[src/rtl/mips_bus_pkg.sv]
// Shared types and constants for the MIPS bus sequencer.
// State encoding, reset vector and default watchdog limit.
package mips_bus_pkg;

  typedef enum logic [2:0] {
    RST_STROBE,
    FETCH,
    SETTLE,
    DATA,
    COMMIT,
    HALT,
    ERROR
  } t_bus_state;

  localparam logic [31:0] RESET_VECTOR   = 32'hBFC00000;
  localparam int          WAIT_LIMIT_DEF = 255;

  function automatic logic [31:0] word_align(
    input logic [31:0] a
  );
    return {a[31:2], 2'b00};
  endfunction

endpackage

[src/rtl/bus_wait_timer.sv]
// Saturating wait-state counter for the bus watchdog.
// expired is high once the count has reached WAIT_LIMIT.
module bus_wait_timer
  import mips_bus_pkg::*;
#(
  parameter int WAIT_LIMIT = WAIT_LIMIT_DEF
) (
  input  logic clk,
  input  logic reset,
  input  logic count_en,
  input  logic clear,
  output logic expired
);

  localparam int CW = $clog2(WAIT_LIMIT + 1);
  localparam logic [CW-1:0] LIMIT = CW'(WAIT_LIMIT);

  logic [CW-1:0] r_count;

  // Count stalled request cycles; hold at the limit, zero on completion.
  always_ff @(posedge clk or negedge reset) begin
    if (!reset) begin
      r_count <= '0;
    end else if (clear) begin
      r_count <= '0;
    end else if (count_en && (r_count != LIMIT)) begin
      r_count <= r_count + CW'(1);
    end
  end

  assign expired = (r_count == LIMIT);

endmodule

[src/rtl/mips_bus_sequencer.sv]
// Multi-cycle sequencer sharing one Avalon port between fetch and load/store.
// Drives the core's advance pulse and reset strobe; owns the bus watchdog.
module mips_bus_sequencer
  import mips_bus_pkg::*;
#(
  parameter int WAIT_LIMIT = WAIT_LIMIT_DEF
) (
  input  logic        clk,
  input  logic        reset,
  input  logic [31:0] cpu_instr_address,
  input  logic [31:0] cpu_data_address,
  input  logic        cpu_data_read,
  input  logic        cpu_data_write,
  input  logic [31:0] cpu_data_out,
  input  logic        cpu_active,
  output logic [31:0] cpu_instr,
  output logic [31:0] cpu_data_in,
  output logic        cpu_clock_enable,
  output logic        cpu_reset,
  output logic [31:0] mem_address,
  output logic        mem_read,
  output logic        mem_write,
  output logic [31:0] mem_writedata,
  output logic [3:0]  mem_byteenable,
  input  logic [31:0] mem_readdata,
  input  logic        mem_waitrequest,
  output logic        bus_error,
  output logic [31:0] retired_count
);

  t_bus_state  r_state;
  t_bus_state  w_next;
  logic [31:0] r_instr;
  logic [31:0] r_data_in;
  logic [31:0] r_retired;

  logic w_expired;
  logic w_fetch_misalign;
  logic w_data_misalign;
  logic w_is_load;
  logic w_fetch_req;
  logic w_data_req;
  logic w_fetch_done;
  logic w_data_done;

  assign w_fetch_misalign = |cpu_instr_address[1:0];
  assign w_data_misalign  = |cpu_data_address[1:0];
  assign w_is_load        = cpu_data_read & ~cpu_data_write;

  assign w_fetch_req = (r_state == FETCH) & ~w_fetch_misalign & ~w_expired;
  assign w_data_req  = (r_state == DATA)
                     & (cpu_data_read | cpu_data_write)
                     & ~w_expired;

  assign w_fetch_done = w_fetch_req & ~mem_waitrequest;
  assign w_data_done  = w_data_req & ~mem_waitrequest;

  bus_wait_timer #(
    .WAIT_LIMIT(WAIT_LIMIT)
  ) u_timer (
    .clk     (clk),
    .reset   (reset),
    .count_en((w_fetch_req | w_data_req) & mem_waitrequest),
    .clear   (w_fetch_done | w_data_done),
    .expired (w_expired)
  );

  // State register.
  always_ff @(posedge clk or negedge reset) begin
    if (!reset) r_state <= RST_STROBE;
    else        r_state <= w_next;
  end

  // Next-state and bus/core outputs; requests are gated by the watchdog.
  always_comb begin
    w_next           = r_state;
    cpu_reset        = 1'b0;
    cpu_clock_enable = 1'b0;
    mem_address      = '0;
    mem_read         = 1'b0;
    mem_write        = 1'b0;
    mem_writedata    = '0;
    bus_error        = 1'b0;
    unique case (r_state)
      RST_STROBE: begin
        cpu_reset        = 1'b1;
        cpu_clock_enable = reset;
        w_next           = FETCH;
      end
      FETCH: begin
        mem_address = word_align(cpu_instr_address);
        mem_read    = w_fetch_req;
        if (w_fetch_misalign || w_expired) w_next = ERROR;
        else if (!mem_waitrequest)         w_next = SETTLE;
      end
      SETTLE: begin
        if (cpu_data_read || cpu_data_write)
          w_next = w_data_misalign ? ERROR : DATA;
        else
          w_next = COMMIT;
      end
      DATA: begin
        mem_address = word_align(cpu_data_address);
        mem_read    = w_data_req & w_is_load;
        mem_write   = w_data_req & cpu_data_write;
        if (cpu_data_write) mem_writedata = cpu_data_out;
        if (w_expired)                          w_next = ERROR;
        else if (!w_data_req || !mem_waitrequest) w_next = COMMIT;
      end
      COMMIT: begin
        cpu_clock_enable = 1'b1;
        w_next           = cpu_active ? FETCH : HALT;
      end
      HALT: begin
        w_next = HALT;
      end
      ERROR: begin
        bus_error = 1'b1;
        w_next    = ERROR;
      end
      default: begin
        w_next = ERROR;
      end
    endcase
  end

  // Instruction/load latches update only on access completion.
  always_ff @(posedge clk or negedge reset) begin
    if (!reset) begin
      r_instr   <= '0;
      r_data_in <= '0;
    end else begin
      if (w_fetch_done)             r_instr   <= mem_readdata;
      if (w_data_done && w_is_load) r_data_in <= mem_readdata;
    end
  end

  // Retired instruction counter, free-running wrap.
  always_ff @(posedge clk or negedge reset) begin
    if (!reset)                 r_retired <= '0;
    else if (r_state == COMMIT) r_retired <= r_retired + 32'd1;
  end

  assign cpu_instr      = r_instr;
  assign cpu_data_in    = r_data_in;
  assign retired_count  = r_retired;
  assign mem_byteenable = 4'hF;

endmodule

[config.mk]
export PLATFORM = sky130hd
export DESIGN_NAME = mips_bus_sequencer
export DESIGN_NICKNAME = d
export VERILOG_FILES = /design/src/rtl/mips_bus_pkg.sv /design/src/rtl/bus_wait_timer.sv /design/src/rtl/mips_bus_sequencer.sv
export SDC_FILE = /design/constraint.sdc
export NUM_CORES = 1
export LEC_CHECK = 0
export ABC_AREA = 1
export ABC_CLOCK_PERIOD_IN_PS = 1910
export CORE_MARGIN = 5
export CORE_UTILIZATION = 35
export DETAILED_ROUTE_END_ITERATION = 12
export GPL_TIMING_DRIVEN = 0
export PLACE_DENSITY = 0.72
export SLEW_MARGIN = 40
export SYNTH_ARGS = -nofsm -noshare
export SYNTH_HDL_FRONTEND = slang
export SYNTH_SLANG_ARGS = --single-unit
[constraint.sdc]
create_clock -name clk -period 1.91 [get_ports clk]
set_clock_uncertainty 0.15 [all_clocks]
set_input_delay 0.382 -clock clk [delete_from_list [all_inputs] [get_ports clk]]
set_output_delay 0.382 -clock clk [all_outputs]
set_load 0.01 [all_outputs]
==> flow_summary.json, run 1 <==
{
  "io_buffer_count": 294,
  "avgViaCountPerCell": 4.671,
  "fin_crit_sh_pct": 115.9,
  "required_ns": 1.38,
  "drv_cap": 0,
  "antenna_found_initial": 0,
  "power-per-cell-area_nw_per_um2": 442.4,
  "cp_cell_sequence": "inv_2, nor2_4, nand2_4, inv_4, buf_8, clkbuf_16, a22o_1, buf_2",
  "synth_area_leaders": "dfrtp_1, nand2_1, nor2_1",
  "drive_gt1_share_pct": 20.95,
  "layout_min_cycle_time_ns": 2.213,
  "antennaDiodeCount": 0,
  "cts-root-buf": "clkbuf_16",
  "fillers": 1491,
  "r2r-start": "r_state[0]",
  "cp-startpoint": "r_state[0]",
  "grt_overflow": 0,
  "ir_drop_mv": 0.5567,
  "cts.sinks": 107,
  "ant_nets": 0,
  "cts_tree": "done",
  "worstHoldPathType": "reg2reg",
  "endpoint_kind": "primary output",
  "gp_congestion": 0.8979,
  "postSynthCellCount": 779,
  "grt_pass1_wl_mm": 34.88,
  "min_from": "cpu_data_in[10]",
  "arrival_ns": 1.68,
  "start_util_pct": 35.30,
  "yosys_warnings": 0,
  "worst_pin_slew_ns": 0.5063,
  "startpoint_type": "flop",
  "fp-row-count": 47,
  "critPathKind": "reg2out",
  "track_usage_pct": 22.48,
  "die_h_um": 138.9,
  "yosys.cell_types.count": 31,
  "grt_pass1_vias": 6479,
  "yosysSeqAreaShare_pct": 46.06,
  "worstSkewPairLatency_ns": 0.35,
  "die_x_um": 138.9,
  "max_stage_delay_ns": 0.41,
  "final_util_pct": 60.90,
  "yosysTopAreaCell": "dfrtp_1",
  "hold_viol_final": 0,
  "slew_headroom_pct": 66.25,
  "yosysTopAreaCellShare_pct": 46.06,
  "nets": 1269,
  "core_um2": 16470,
  "drtIter0Drc": 300,
  "rsz0062_at_grt": "yes",
  "dieArea_um2": 19290,
  "fmax_mhz": 451.8,
  "power.leakage_nw": 4.931,
  "wl_per_cell_um": 16.49,
  "fin_ws_ns": -0.3033,
  "ios": 303,
  "drc_errors": 0,
  "numCtsBuffers": 9,
  "firstDrtPassIters": 7,
  "cp_slowest_cell": "dfrtp_1",
  "worstPathMaxFanout": 5,
  "drv_slew": 0,
  "htree_levels": 3,
  "postSynthAreaPerCell_um2": 7.462,
  "vias": 6334,
  "violations": "setup timing",
  "hold_ws_ns": 0.3226,
  "clk_pin_slew_worst_paths_ns": 0.07,
  "routed_wl_mm": 22.36,
  "cts_buffer_depth": 2,
  "syn_to_final_growth_pct": 72.49,
  "grt_max_degree": 74,
  "setup_viol": 63,
  "dp_hpwl_mm": 16.67,
  "synthesis.area_um2": 5813,
  "ys_ff_latch": 107,
  "status": "finished, violations left"
}
[final cells by class]
class | instances | area [µm²] | area share, %
repair buffers | 342 | 3239 | 32.31
multi-input cells | 596 | 3009 | 30.01
flip-flops and latches | 107 | 2695 | 26.88
plain buffers | 41 | 391.6 | 3.906
well taps | 220 | 275.3 | 2.745
clock buffers | 9 | 225.2 | 2.246
inverters | 36 | 152.6 | 1.522
clock inverters | 5 | 38.79 | 0.3868
[metrics by stage]
stage | total power [mW] | setup TNS (ns) | cell area, µm² | instances | setup WS (ns)
after floorplan | 2.373 | 0 | 5833 | 783 | 0.02466
after global placement | 2.721 | -471.81 | 9051 | 1297 | -4.239
after detailed placement | 2.731 | -49.22 | 9084 | 1298 | -1.078
after CTS | 4.476 | -13.12 | 9617 | 1339 | -0.3387
after global routing | 4.607 | -15.95 | 10030 | 1356 | -0.3764
final | 4.436 | -11.58 | 10030 | 1356 | -0.3033
[cells in the mapped netlist]
| master | count |
|---|---|
| nand2_1 | 321 |
| dfrtp_1 | 107 |
| nor2_1 | 87 |
| nand3_1 | 61 |
| inv_1 | 31 |
| a22o_1 | 30 |
| o21ai_0 | 23 |
| clkbuf_1 | 16 |
| o21ai_1 | 14 |
| xor2_1 | 14 |
| buf_4 | 12 |
| xnor2_1 | 9 |
| buf_2 | 7 |
| nand3b_1 | 6 |
| buf_6 | 5 |
| nor2_2 | 5 |
| buf_1 | 4 |
| inv_2 | 3 |
| nand2_2 | 3 |
| nand4_1 | 3 |
| nor2_4 | 3 |
| nor3_1 | 3 |
| conb_1 | 2 |
| ha_1 | 2 |
| nand2_4 | 2 |
| a21oi_1 | 1 |
| clkinv_1 | 1 |
| inv_4 | 1 |
| nor3_2 | 1 |
| nor3_4 | 1 |
| or2_2 | 1 |
[registers in the layout, indices dropped and copies added, names as in the netlist]
name and flops:
cpu_data_in 32, cpu_instr 32, retired_count 32, u_timer.r_count 8
r_state 3
[path summary, 6_finish.rpt]
check / cells after the start / slack, ns / to
worst max-delay path: 8 / -0.30 / mem_address[7]
worst min-delay path: 2 / 0.32 / cpu_data_in[10]
worst max register to register: 10 / 0.06 / retired_count[19]
worst min register to register: 2 / 0.32 / cpu_data_in[10]
max in group asynchronous: 3 / 0.68 / retired_count[5]
min in group asynchronous: 3 / 0.57 / retired_count[18]
[layer usage]
layer / track usage (%) / routed length (µm) / vias to the layer above
met3: 9.310 / 2084 / 27
met4: 4.634 / 324 / 0
met2: 35.62 / 10380 / 212
li1: - / - / 3178
met1: 29.10 / 9579 / 2917
met5: 0 / 0 / -
[report_power, final]
part	internal (mW)	switching, mW
Combinational	0.272	0.177
Sequential	2.26	0
Clock	0.879	0.844
[kinds of logic after synthesis]
logic type                 share of synthesized area, %
DFF                                               46.06
adders and majority gates                        0.4304
buffers and inverters                             6.780
other                                            0.1292
and+or+nand+nor                                   35.34
xor gates and xnor gates                          3.465
AOI/OAI and AO/OA                                 7.792
[what timing repair did]
action	CTS	global route
endpoints found under the setup margin	78	140
pin swaps	7	14
cloned	5	2
buffers inserted	22	17
gates resized for setup	367	106
hold buffers	2	0
endpoints found under the hold margin	34	0
[cells in the final DEF (no fill, tap or decap), types with 2 or more instances in the layout]
cell type,n
nor2_2,19
nand3b_1,6
o21ai_0,10
nor3_4,2
nand4_1,3
a22o_1,30
clkdlybuf4s50_1,219
dfrtp_2,14
clkbuf_1,7
clkbuf_8,2
buf_4,41
nand2_1,319
inv_1,29
nand2_2,2
inv_2,3
nand3_1,60
nand2_4,4
clkbuf_16,13
conb_1,6
buf_2,50
o21ai_1,25
inv_6,2
inv_8,2
nor3_1,3
xnor2_1,9
dlymetal6s2s_1,6
xor2_1,14
nor2_4,23
nor2_1,53
clkbuf_2,5
buf_8,8
buf_6,31
buf_12,5
dfrtp_1,93
[worst max-delay path: cells and delay by family, from the launching register on]
family / cells / cell delay (ns)
AO/OA/AOI/OAI: 1 / 0.20
AND/OR/NAND/NOR: 2 / 0.13
buffers and inverters: 5 / 0.58
flip-flops: 1 / 0.41
Power figures use the tool's default switching activity.
==> run 2, diff against run 1 <==
CORE_MARGIN = default   (was 5)
==> run 2 against run 1 <==
  * Combinational power down 2%
  * The run ends with hold timing, setup timing left
  * Total power up 6.0%
  * Core utilization up 1.2 points
  * Highest routed layer unchanged
  * Critical path type unchanged
==> flow_summary.json, run 2 (synthesis gave the netlist of run 1 again) <==
{
  "fillers": 1404,
  "cts-root-buf": "clkbuf_16",
  "drc_errors": 0,
  "worstHoldPathType": "in2async",
  "drv_cap": 0,
  "worstPathMaxFanout": 5,
  "dpl-instance-area_um2": 9079,
  "grt_max_degree": 69,
  "ant_nets": 0,
  "hold_viol_final": 67,
  "worstSkewPairLatency_ns": 0.36,
  "startpoint_type": "flop",
  "drv_slew": 0,
  "die_h_um": 130.9,
  "vias": 6393,
  "status": "finished, violations left",
  "endpoint_kind": "primary output",
  "layout_min_cycle_time_ns": 2.249,
  "cts_tree": "done",
  "cts_buffer_depth": 2,
  "power-per-cell-area_nw_per_um2": 471.7,
  "setup_viol": 64,
  "fin_ws_ns": -0.3391,
  "rr_worst_depth": 11,
  "rsz0062_at_grt": "yes",
  "core_um2": 16060,
  "power.leakage_nw": 4.945,
  "dieArea_um2": 17130,
  "fin_crit_sh_pct": 117.8,
  "antenna_found_initial": 0,
  "critPathKind": "reg2out",
  "ios": 303,
  "clk_pin_slew_worst_paths_ns": 0.07,
  "final_common_cell": "nand2_1",
  "hold_ws_ns": -0.1471,
  "worst_pin_slew_ns": 0.5029,
  "antennaDiodeCount": 0,
  "violations": "hold timing, setup timing",
  "wl_per_cell_um": 15.41,
  "drive_gt1_share_pct": 18.99,
  "routed_wl_mm": 20.94,
  "htree_levels": 3,
  "final_area_um2": 9967,
  "ir_drop_mv": 0.5007,
  "syn_to_final_growth_pct": 71.46,
  "numCtsBuffers": 9,
  "avgViaCountPerCell": 4.704,
  "grt_pass1_vias": 5876,
  "start_util_pct": 36.20,
  "arrival_ns": 1.72,
  "mostFrequentLayoutCells": "nand2_1, clkdlybuf4s50_1, dfrtp_1",
  "nets": 1274,
  "required_ns": 1.38,
  "dp_hpwl_mm": 15.25,
  "gp_congestion": 0.8781,
  "track_usage_pct": 23.83,
  "grt_overflow": 0,
  "io_buffer_count": 294,
  "ctsHoldBuffers": 3,
  "firstDrtPassIters": 7,
  "fp-row-count": 46,
  "cts.sinks": 107,
  "fmax_mhz": 444.6,
  "drtIter0Drc": 295,
  "grt_pass1_wl_mm": 30.79,
  "slew_headroom_pct": 66.47,
  "die_x_um": 130.9
}
[run 2: changes by cell type in the layout (fill, tap and decap cells not counted), sizes merged]
cell / previous run / this run
clkinvlp: 1 / 0
buf: 137 / 122
clkdlybuf4s15: 0 / 22
clkdlybuf4s50: 219 / 217
clkbuf: 28 / 29
clkinv: 3 / 2
inv: 37 / 38
bufinv: 0 / 1
dlymetal6s2s: 6 / 7
[run 2: through the flow]
step	setup slack [ns]	TNS, ns	util (%)	total power [mW]	instances
2_1_floorplan	0.02466	0	-	2.373	783
3_3_place_gp	-4.340	-470.21	56.33	2.717	1293
3_5_place_dp	-0.9748	-45.56	56.54	2.727	1294
4_1_cts	-0.3353	-14.63	60.64	4.759	1336
5_1_grt	-0.3784	-19.14	62.07	4.875	1359
6_report	-0.3391	-15.24	62.07	4.702	1359
[run 2: worst max-delay path, cell delays in order, from the launching register on]
cell and delay (ns):
dfrtp_1 0.42, inv_2 0.12, nor2_4 0.04, nand2_4 0.10
inv_6 0.05, buf_6 0.12, clkbuf_16 0.14, a22o_1 0.21
buf_2 0.15
[run 2: layer usage]
layer,track usage (%),share of wire (%)
met1,31.79,44
met2,36.35,47
met3,8.713,8.2
met4,6.356,1.0
met5,0,0
[run 2: timing repair]
action | in CTS | in global routing
hold endpoints to repair | 40 | 67
cloned | 4 | 0
gates resized for setup | 315 | 48
pin swaps | 11 | 11
setup buffers | 21 | 23
setup endpoints to repair | 79 | 158
[run 2: worst paths after layout]
| check | startpoint | end | slack, ns |
|---|---|---|---|
| worst max-delay path | r_state[0] | mem_address[3] | -0.34 |
| worst min-delay path | reset | retired_count[11] | -0.15 |
| worst max register to register | r_state[2] | cpu_data_in[4] | 0.07 |
| worst min register to register | cpu_data_in[5] | cpu_data_in[5] | 0.32 |
| max in group asynchronous | reset | retired_count[10] | 0.84 |
| min in group clk | cpu_data_in[5] | cpu_data_in[5] | 0.32 |
[run 2: power by group]
part	total, mW	internal [mW]	switching (mW)	leakage [nW]
logic	0.438	0.274	0.164	3.33
registers	2.26	2.26	0	1.45
clock network	2.00	1.11	0.891	0.159
total	4.70	3.65	1.05	4.94
[run 2: cell type report]
type	instances	area, µm²	share of cell area [%]
plain buffers	42	392.9	3.942
inverters	36	145.1	1.456
clock inverters	5	67.56	0.6779
multi-input cells	596	2869	28.78
flip-flops and latches	107	2694	27.03
clock buffers	11	252.7	2.536
repair buffers	346	3276	32.86
well taps	216	270.3	2.712
==> run 3, diff against run 2 <==
SLEW_MARGIN = default   (was 40)
==> run 3 against run 2 <==
  * Hold slack improved by 0.013 ns
  * The run still ends with hold timing, setup timing left
  * Sequential power hardly changed
  * Worst setup slack better by 0.010 ns
  * Core utilization grew 0.52 points
  * Via count is 1.3% higher
  * Clock power down 10%
==> flow_summary.json, run 3 (synthesis gave the netlist of run 1 again) <==
{
  "status": "finished, violations left",
  "violations": "hold timing, setup timing",
  "avgViaCountPerCell": 4.720,
  "fp-row-count": 46,
  "switchingPower_mw": 1.034,
  "numCtsBuffers": 9,
  "power.leakage_nw": 5.041,
  "cts-root-buf": "clkbuf_16",
  "die_h_um": 130.9,
  "die_x_um": 130.9,
  "swShare_pct": 22.96,
  "critPathKind": "reg2out",
  "dieArea_um2": 17130,
  "nets": 1287,
  "worstSkewPairLatency_ns": 0.36,
  "comb_power_share_pct": 9.7,
  "mostFrequentLayoutCells": "nand2_1, clkdlybuf4s50_1, dfrtp_1",
  "drv_cap": 0,
  "totalPowerFinal_mw": 4.503,
  "fillers": 1405,
  "layout_min_cycle_time_ns": 2.239,
  "hold_viol_final": 67,
  "power-per-cell-area_nw_per_um2": 448.0,
  "grt_pass1_wl_mm": 31.02,
  "wl_per_cell_um": 15.58,
  "syn_to_final_growth_pct": 72.90,
  "final_util_pct": 62.59,
  "startpoint_type": "flop",
  "rsz0062_at_grt": "yes",
  "pre_cts_slack_ns": -0.9658,
  "drtIter0Drc": 295,
  "endpoint_kind": "primary output",
  "max_stage_delay_ns": 0.43,
  "cts.sinks": 107,
  "cp_cell_sequence": "inv_2, nor2_4, nand2_4, inv_6, buf_6, clkbuf_16, a22o_1, buf_2",
  "setup_viol": 87,
  "htree_levels": 3,
  "rr_worst_depth": 12,
  "start_util_pct": 36.20,
  "io_buffer_count": 294,
  "drc_errors": 0,
  "dpl-instance-area_um2": 9071,
  "finalNonFillerCells": 1372,
  "arrival_ns": 1.71,
  "track_usage_pct": 23.98,
  "path_depth": 8,
  "firstDrtPassIters": 5,
  "ir_drop_mv": 0.5379,
  "power_frac_seq_pct": 50.3,
  "clk_pin_slew_worst_paths_ns": 0.08,
  "worstPathMaxFanout": 5,
  "antennaDiodeCount": 0,
  "required_ns": 1.38,
  "fin_crit_sh_pct": 117.2,
  "final_common_cell": "nand2_1",
  "dp_hpwl_mm": 15.28,
  "setup_tns_ns": -14.86,
  "hold_ws_ns": -0.1338,
  "grt_max_degree": 69,
  "cp_slowest_cell": "dfrtp_1",
  "cts_tree": "done",
  "drive_gt1_share_pct": 21.11,
  "grt_overflow": 0,
  "critPathTopFamily": "buffers and inverters",
  "drv_slew": 0,
  "core_um2": 16060,
  "fmax_mhz": 446.6,
  "routed_wl_mm": 21.38,
  "r2r-start": "r_state[2]",
  "final_area_um2": 10050,
  "worstHoldPathType": "in2async",
  "vias": 6476,
  "intPower_mw": 3.469,
  "p_clk_share_pct": 40.0,
  "cp-startpoint": "r_state[0]",
  "critPathCapture": "mem_address[15]",
  "cts_buffer_depth": 2,
  "fin_ws_ns": -0.3289,
  "ant_nets": 0,
  "grt_pass1_vias": 5835,
  "gp_congestion": 0.8781,
  "crit_buf_inv": 5,
  "antenna_found_initial": 0,
  "ios": 303,
  "worst_r2r_endpoint": "cpu_instr[23]",
  "rrSetupSlack_ns": -0.10,
  "ctsHoldBuffers": 3,
  "dp.cells": 1294
}
==> run 3: changes by cell type in the layout (fill, tap and decap cells not counted), moves of 3 or more <==
cell / delta
o21ai_0: -3
nand2_1: -4
nor2_1: -14
dlygate4sd2_1: +4
buf_6: +10
nand2_2: +3
clkdlybuf4s15_2: -18
buf_4: +3
nor2_2: +12
buf_2: +12
==> run 3: metal layers <==
layer	GRT usage (%)	vias up	wire length, µm
met3	8.795	17	1929
li1	-	3213	-
met4	5.950	0	229
met5	0	-	0
met1	32.05	3015	9198
met2	36.69	231	10020
==> run 3: repair_timing <==
action                     in CTS  in global routing
hold endpoints to repair       40                 67
setup endpoints to repair      79                162
resized for setup             347                 69
buffers inserted               23                 29
pin swaps                      10                 11
gates cloned                    4                  4
==> run 3: worst min path at each step <==
stage | end | depth (start not counted) | start
floorplan | cpu_data_in[0] | 0 | reset
global placement | cpu_data_in[5] | 2 | cpu_data_in[5]
detailed placement | retired_count[17] | 1 | reset
CTS | retired_count[4] | 2 | reset
global route | r_state[0] | 2 | reset
finish | retired_count[11] | 2 | reset
==> run 3: cell type report <==
| cell class | instances | area (µm²) | share of cell area (%) |
|---|---|---|---|
| plain buffers | 43 | 421.7 | 4.195 |
| multi-input cells | 596 | 2943 | 29.28 |
| inverters | 36 | 145.1 | 1.444 |
| clock inverters | 4 | 33.78 | 0.3361 |
| repair buffers | 358 | 3299 | 32.83 |
| well taps | 216 | 270.3 | 2.689 |
| flip-flops and latches | 107 | 2691 | 26.78 |
| clock buffers | 12 | 246.5 | 2.452 |
==> run 3: worst reg2reg max path: stages (launching register included) <==
cell and delay (ns):
dfrtp_1 0.37, buf_6 0.13, nor2_4 0.12, nand2_4 0.07, buf_4 0.15, nor2_4 0.10
nand2_4 0.08, buf_4 0.17, nor2_4 0.25, buf_6 0.14, buf_4 0.12, nand2_1 0.05
nand2_1 0.05
==> run 3: power groups by stage <==
| stage | logic (mW) | registers (mW) | clock network, mW |
|---|---|---|---|
| after floorplan | 0.0640 | 2.31 | 0 |
| after global placement | 0.408 | 2.31 | 0 |
| after detailed placement | 0.416 | 2.31 | 0 |
| after CTS | 0.438 | 2.26 | 1.84 |
| after global routing | 0.473 | 2.26 | 1.93 |
| final | 0.439 | 2.26 | 1.80 |
